<file path="src/rtl/state_machine_pkg.sv">
// Shared state encoding for the FIFO bank control FSM.
package state_machine_pkg;

  localparam int unsigned STATE_W = 4;

  localparam logic [STATE_W-1:0] STATE_RESET  = 4'b0000;
  localparam logic [STATE_W-1:0] STATE_INIT   = 4'b0001;
  localparam logic [STATE_W-1:0] STATE_IDLE   = 4'b0010;
  localparam logic [STATE_W-1:0] STATE_ACTIVE = 4'b0100;
  localparam logic [STATE_W-1:0] STATE_ERROR  = 4'b1000;

  typedef enum logic [STATE_W-1:0] {
    ST_RESET  = STATE_RESET,
    ST_INIT   = STATE_INIT,
    ST_IDLE   = STATE_IDLE,
    ST_ACTIVE = STATE_ACTIVE,
    ST_ERROR  = STATE_ERROR
  } state_t;

endpackage

</file>
<file path="src/rtl/empty_hold_counter.sv">
// Saturating count of consecutive all-empty cycles while ACTIVE.
// done fires combinationally on the cycle whose edge completes IDLE_HOLD cycles.
module empty_hold_counter #(
  parameter int unsigned IDLE_HOLD = 4
) (
  input  logic clk,
  input  logic reset,
  input  logic en,
  input  logic clr,
  input  logic all_empty,
  output logic done
);

  localparam int unsigned CNT_W = $clog2(IDLE_HOLD + 1);
  localparam logic [CNT_W-1:0] CNT_LAST = CNT_W'(IDLE_HOLD - 1);
  localparam logic [CNT_W-1:0] CNT_MAX  = CNT_W'(IDLE_HOLD);

  logic [CNT_W-1:0] cnt;

  // Final all-empty cycle of the run is the one that would bring cnt to IDLE_HOLD.
  assign done = en && all_empty && (cnt == CNT_LAST);

  // Count all-empty cycles; any busy cycle or external clear restarts the run.
  always_ff @(posedge clk) begin
    if (reset || clr || !en || !all_empty) begin
      cnt <= '0;
    end else if (cnt != CNT_MAX) begin
      cnt <= cnt + CNT_W'(1);
    end
  end

endmodule

</file>
<file path="src/rtl/fifo_state_machine.sv">
// Control FSM for the transaction-layer FIFO bank.
// Optional feature: define SM_ERR_CLEAR_EN to allow err_clr to leave ERROR for INIT.
module fifo_state_machine
  import state_machine_pkg::*;
#(
  parameter int unsigned NUM_FIFOS = 5,
  parameter int unsigned TH_W      = 4,
  parameter int unsigned IDLE_HOLD = 4
) (
  input  logic                      clk,
  input  logic                      reset,
  input  logic                      init,
  input  logic [NUM_FIFOS*TH_W-1:0] thresholds,
  input  logic [NUM_FIFOS-1:0]      empty,
  input  logic [NUM_FIFOS-1:0]      error,
  input  logic                      err_clr,
  output logic [NUM_FIFOS*TH_W-1:0] thresholds_out,
  output logic [STATE_W-1:0]        present_state,
  output logic [STATE_W-1:0]        next_state,
  output logic                      idle_out,
  output logic                      active_out,
  output logic                      error_out,
  output logic [NUM_FIFOS-1:0]      err_src
);

  state_t state_q;
  state_t state_d;
  logic   all_empty;
  logic   any_err;
  logic   hold_done;
  logic   hold_en;
  logic   hold_clr;

  assign all_empty     = &empty;
  assign any_err       = |error;
  assign hold_en       = (state_q == ST_ACTIVE);
  assign hold_clr      = (state_d != ST_ACTIVE);
  assign present_state = state_q;
  assign next_state    = state_d;

`ifndef SM_ERR_CLEAR_EN
  logic unused_err_clr;
  assign unused_err_clr = err_clr;
`endif

  empty_hold_counter #(
    .IDLE_HOLD (IDLE_HOLD)
  ) u_hold (
    .clk       (clk),
    .reset     (reset),
    .en        (hold_en),
    .clr       (hold_clr),
    .all_empty (all_empty),
    .done      (hold_done)
  );

  // State register.
  always_ff @(posedge clk) begin
    if (reset) begin
      state_q <= ST_RESET;
    end else begin
      state_q <= state_d;
    end
  end

  // Next-state logic; errors outrank both activity and the idle return.
  always_comb begin
    state_d = ST_RESET;
    if (!reset) begin
      case (state_q)
        ST_RESET:  state_d = ST_INIT;
        ST_INIT:   state_d = init ? ST_IDLE : ST_INIT;
        ST_IDLE: begin
          if (any_err)         state_d = ST_ERROR;
          else if (!all_empty) state_d = ST_ACTIVE;
          else                 state_d = ST_IDLE;
        end
        ST_ACTIVE: begin
          if (any_err)        state_d = ST_ERROR;
          else if (hold_done) state_d = ST_IDLE;
          else                state_d = ST_ACTIVE;
        end
        ST_ERROR: begin
`ifdef SM_ERR_CLEAR_EN
          state_d = err_clr ? ST_INIT : ST_ERROR;
`else
          state_d = ST_ERROR;
`endif
        end
        default:   state_d = ST_RESET;
      endcase
    end
  end

  // Registered flags, threshold capture and error-source history.
  always_ff @(posedge clk) begin
    if (reset) begin
      idle_out       <= 1'b0;
      active_out     <= 1'b0;
      error_out      <= 1'b0;
      err_src        <= '0;
      thresholds_out <= '0;
    end else begin
      idle_out   <= (state_d == ST_IDLE);
      active_out <= (state_d == ST_ACTIVE);
      error_out  <= (state_d == ST_ERROR);

      if ((state_q == ST_INIT) && !init) begin
        thresholds_out <= thresholds;
      end

      if (state_d == ST_ERROR) begin
        err_src <= (state_q == ST_ERROR) ? (err_src | error) : error;
      end else if (state_q == ST_ERROR) begin
        err_src <= '0;
      end
    end
  end

endmodule

</file>
<file path="config.mk">
export PLATFORM = sky130hd
export DESIGN_NAME = fifo_state_machine
export DESIGN_NICKNAME = d
export VERILOG_FILES = /design/src/rtl/state_machine_pkg.sv /design/src/rtl/empty_hold_counter.sv /design/src/rtl/fifo_state_machine.sv
export SDC_FILE = /design/constraint.sdc
export NUM_CORES = 1
export LEC_CHECK = 0
export CAP_MARGIN = 20
export CORE_MARGIN = 4
export CORE_UTILIZATION = 30
export CTS_CLUSTER_DIAMETER = 200
export DETAILED_ROUTE_END_ITERATION = 8
export RECOVER_POWER = 100
export SYNTH_ARGS = -nofsm -noshare
export SYNTH_HDL_FRONTEND = slang
export SYNTH_SLANG_ARGS = --single-unit
</file>
<file path="constraint.sdc">
create_clock -name clk -period 2.1 [get_ports clk]
set_clock_uncertainty 0.05 [all_clocks]
set_input_delay 0.315 -clock clk [delete_from_list [all_inputs] [get_ports clk]]
set_output_delay 0.315 -clock clk [all_outputs]
set_load 0.05 [all_outputs]
</file>
==> run_summary.xml <==
<?xml version="1.0" encoding="UTF-8"?>
<metrics>
  <group name="grt">
    <metric name="grt-ovfl-total" unit="">0</metric>
    <metric name="busiest_layer" unit="">met2</metric>
    <metric name="first_pass_grt_wire_length" unit="µm">5910</metric>
    <metric name="grt_antenna_before_repair" unit="">0</metric>
    <metric name="use_met1" unit="%">15.9</metric>
    <metric name="grt_pass1_vias" unit="">1396</metric>
    <metric name="met3_resource_use_gr" unit="%">5.80</metric>
    <metric name="globalRouteMet2Util" unit="%">22.4</metric>
    <metric name="grt_usage" unit="%">13.6</metric>
    <metric name="grt_max_degree" unit="">26</metric>
  </group>
  <group name="sta">
    <metric name="rsz_0062_raised_after_global_routing" unit="">true</metric>
    <metric name="final_critical_path_time_including_i_o_delays_and_setup" unit="ps">2210</metric>
    <metric name="timing.final.max_slew_violations" unit="">0</metric>
    <metric name="setup_slack" unit="ps">-111</metric>
    <metric name="timing.fmax" unit="MHz">452</metric>
    <metric name="slew-limit-headroom" unit="%">65.6</metric>
    <metric name="tightestPinTransition" unit="ps">515</metric>
    <metric name="finalCritPeriodShare" unit="%">105</metric>
    <metric name="report.final.hold_viol_count" unit="">0</metric>
    <metric name="finalSetupViolCount" unit="">2</metric>
  </group>
  <group name="layout">
    <metric name="syn_to_final_growth" unit="%">81.0</metric>
    <metric name="layoutNonFillerInstCount" unit="">298</metric>
    <metric name="antennaDiodeCount" unit="">0</metric>
    <metric name="layout.cells.most_common_list" unit="">clkdlybuf4s50_1 (54), nand2_1 (43), dfxtp_1 (30), a21oi_1 (23), buf_4 (17)</metric>
    <metric name="ratio_of_cells_with_drive_above_1_in_the_final_layout" unit="%">22.0</metric>
    <metric name="multi_input_area" unit="µm²">713</metric>
    <metric name="footprint_of_the_flip_flops_and_latches" unit="µm²">714</metric>
    <metric name="final_net_count" unit="">282</metric>
    <metric name="layout.cells.most_common" unit="">clkdlybuf4s50_1</metric>
    <metric name="fillCellCount" unit="">414</metric>
  </group>
  <group name="placement">
    <metric name="numPlacedInstances" unit="">284</metric>
    <metric name="buffer_ports.inserted" unit="">68</metric>
    <metric name="placement_stage_worst_setup_slack" unit="ps">-285</metric>
    <metric name="weighted_congestion_reported_at_the_end_of_routability_driven_placement" unit="">0.794</metric>
    <metric name="detailed_placement_wirelength_estimate" unit="µm">2600</metric>
  </group>
  <group name="clock_network">
    <metric name="maximum_level_of_the_cts_h_tree" unit="">2</metric>
    <metric name="clock-root-buffer" unit="">clkbuf_8</metric>
    <metric name="max-clock-path-buffers" unit="">2</metric>
    <metric name="clock-sinks" unit="">35</metric>
    <metric name="worst_setup_hold_path_clk_slew" unit="ps">70</metric>
    <metric name="cts_tree" unit="">done</metric>
    <metric name="cts_buffers" unit="">5</metric>
    <metric name="skew_pair_late_insertion_delay" unit="ps">280</metric>
  </group>
  <group name="critical_path">
    <metric name="highest_net_fanout_along_the_worst_path" unit="">3</metric>
    <metric name="critPathCaptureType" unit="">primary output</metric>
    <metric name="startpoint" unit="">u_hold.cnt[1]</metric>
    <metric name="timing.critical_path.from_type" unit="">flip-flop</metric>
    <metric name="path_class" unit="">reg2out</metric>
    <metric name="crit-reg2reg-launch" unit="">present_state[2]</metric>
    <metric name="critical_path_required" unit="ps">1740</metric>
    <metric name="crit_end" unit="">next_state[1]</metric>
    <metric name="capture_point_of_the_worst_reg_to_reg_path" unit="">u_hold.cnt[0]</metric>
    <metric name="worst-r2r-setup-slack" unit="ps">210</metric>
    <metric name="timing.reg2reg.worst_path_depth" unit="">4</metric>
    <metric name="worstPathArrival" unit="ps">1850</metric>
  </group>
  <group name="synthesis">
    <metric name="post_synth_fa_ha_maj_area_fraction" unit="%">3.58</metric>
    <metric name="synth_top_cell_area_share" unit="%">51.4</metric>
    <metric name="syn_avg_cell_area" unit="µm²">8.47</metric>
    <metric name="synth_xor_area_share" unit="%">1.28</metric>
    <metric name="yosysWarnings" unit="">0</metric>
    <metric name="synth_sequential_area_ratio" unit="%">51.4</metric>
    <metric name="ys_types" unit="">29</metric>
    <metric name="total_standard_cell_area_after_synthesis" unit="mm²">0.00136</metric>
    <metric name="yosys.area_share.simple" unit="%">23.0</metric>
    <metric name="synth_cells" unit="">161</metric>
    <metric name="synth_top_family_by_area" unit="">simple AND/OR/NAND/NOR gates</metric>
    <metric name="synthMuxAreaShare" unit="%">0</metric>
    <metric name="synth-seq-cells" unit="">35</metric>
    <metric name="synth_largest_area_cell" unit="">dfxtp_1</metric>
    <metric name="cell_types_with_the_largest_area_share_after_synthesis" unit="">dfxtp_1 (51%), nand2_1 (12%), a21oi_1 (9.2%)</metric>
    <metric name="synth-compound-area-share" unit="%">17.3</metric>
    <metric name="mappedNetlistNets" unit="">198</metric>
  </group>
  <group name="outcome">
    <metric name="outcome" unit="">complete, but fails checks</metric>
    <metric name="violated_checks" unit="">negative setup slack</metric>
  </group>
  <group name="route">
    <metric name="vias" unit="">1389</metric>
    <metric name="drtPass1Iterations" unit="">4</metric>
    <metric name="route.antenna.remaining_nets" unit="">0</metric>
    <metric name="drt_iter0_markers" unit="">60</metric>
    <metric name="avgRoutedWirePerCell" unit="µm">12.4</metric>
    <metric name="drt_wl_total" unit="µm">3700</metric>
    <metric name="vias_per_cell" unit="">4.66</metric>
    <metric name="drcViolationCount" unit="">0</metric>
  </group>
  <group name="die">
    <metric name="placeableCoreArea" unit="mm²">0.00438</metric>
    <metric name="number_of_core_rows" unit="">24</metric>
    <metric name="die_w" unit="µm">75.4</metric>
    <metric name="ios" unit="">70</metric>
    <metric name="fp.dieArea" unit="mm²">0.00569</metric>
    <metric name="chipHeight" unit="µm">75.4</metric>
    <metric name="start_util" unit="%">31.1</metric>
  </group>
  <group name="power">
    <metric name="powerDensity" unit="mW/mm²">678</metric>
    <metric name="power.ir.vdd_worst" unit="µV">324</metric>
    <metric name="report.power.total" unit="µW">1670</metric>
    <metric name="power.leakage" unit="µW">0.000920</metric>
  </group>
  <group name="job">
    <metric name="maxCapViolCount" unit="">0</metric>
  </group>
  <group name="min_path">
    <metric name="path_class_of_the_lowest_slack_min_delay_path" unit="">in2reg</metric>
  </group>
</metrics>
[stage by stage]
step                instance area (µm²)  utilization [%]  hold slack [ps]  TNS, ps
global route                       2470             56.3              366     -333
floorplan                          1420                -              398    -17.5
CTS                                2430             55.4              360     -227
global placement                   2250             51.4              392     -286
detailed placement                 2250             51.4              396     -285
finish                             2470             56.3              374     -168
[how the worst min path moves through the flow]
stage / to / cells past startpoint / startpoint / slack [ps]
3_3_place_gp: thresholds_out[7] / 2 / thresholds_out[7] / 390
4_1_cts: err_src[4] / 2 / error[4] / 360
2_1_floorplan: err_src[0] / 1 / error[0] / 400
6_report: err_src[4] / 2 / error[4] / 370
3_5_place_dp: thresholds_out[9] / 2 / thresholds_out[9] / 400
5_1_grt: err_src[1] / 2 / error[1] / 370
[layer usage]
layer / part of all wire, % / up-vias
met4: 1.0 / 0
met1: 43 / 624
met3: 7.8 / 4
li1: - / 714
met2: 48 / 47
met5: 0 / -
[worst max-delay path: stages, from the launching register on]
cell      delay [ps]
dfxtp_2          360
ha_4             140
ha_4             130
a21oi_2           40
or4_4            440
a211oi_4         270
buf_12           170
[cells in the mapped netlist]
cell,number
nor2b_1,1
clkbuf_1,7
nor2_1,7
a22o_1,5
buf_2,1
nor3_1,4
maj3_2,1
inv_1,4
a21oi_2,2
nand4_1,1
or4_4,1
xnor2_1,2
ha_1,3
nand2_1,43
nand3_1,4
or3_1,1
o21ba_2,1
and3b_1,1
a21oi_1,25
nand3b_1,1
a22oi_1,1
and3_1,1
dfxtp_1,35
and2b_1,1
a211oi_1,3
or4_1,1
a311o_1,1
nand2b_1,1
and2_1,2
[area by class of cell]
type                       instances  share of cell area (%)
sequential                        35                    28.9
tap                               52                    2.64
inverter                           4                   0.608
timing repair buffer              85                    34.2
multi-input combinational        114                    28.9
clock inverter                     2                    1.42
clock buffer                       6                    3.35
[cells by family (layout without fill, tap and decap cells)]
group,Yosys count,in the layout
AOI/OAI and AO/OA,38,38
xor gates and xnor gates,2,2
adders and majority gates,4,4
buffers and inverters,12,97
DFF,35,35
and+or+nand+nor,70,70
[where the power goes]
part           leakage (µW)  internal [µW]  total (µW)  switching, µW
registers          0.000288            689         707           18.3
logic              0.000571            149         348            199
clock network     0.0000612            384         618            234
total              0.000920           1220        1670            451
[registers in the layout, summed over array words and instances (netlist names)]
name,cells
thresholds_out,20
error_out,1
err_src,5
present_state,4
active_out,1
idle_out,1
u_hold.cnt,3
[timing repair]
action / in CTS / in global routing
endpoints found under the setup margin: 3 / 3
resized for setup: 21 / 4
hold buffers: 0 / 0
buffers inserted: 2 / 4
pin swaps: 8 / 4
(Power assumes the default switching activity.)
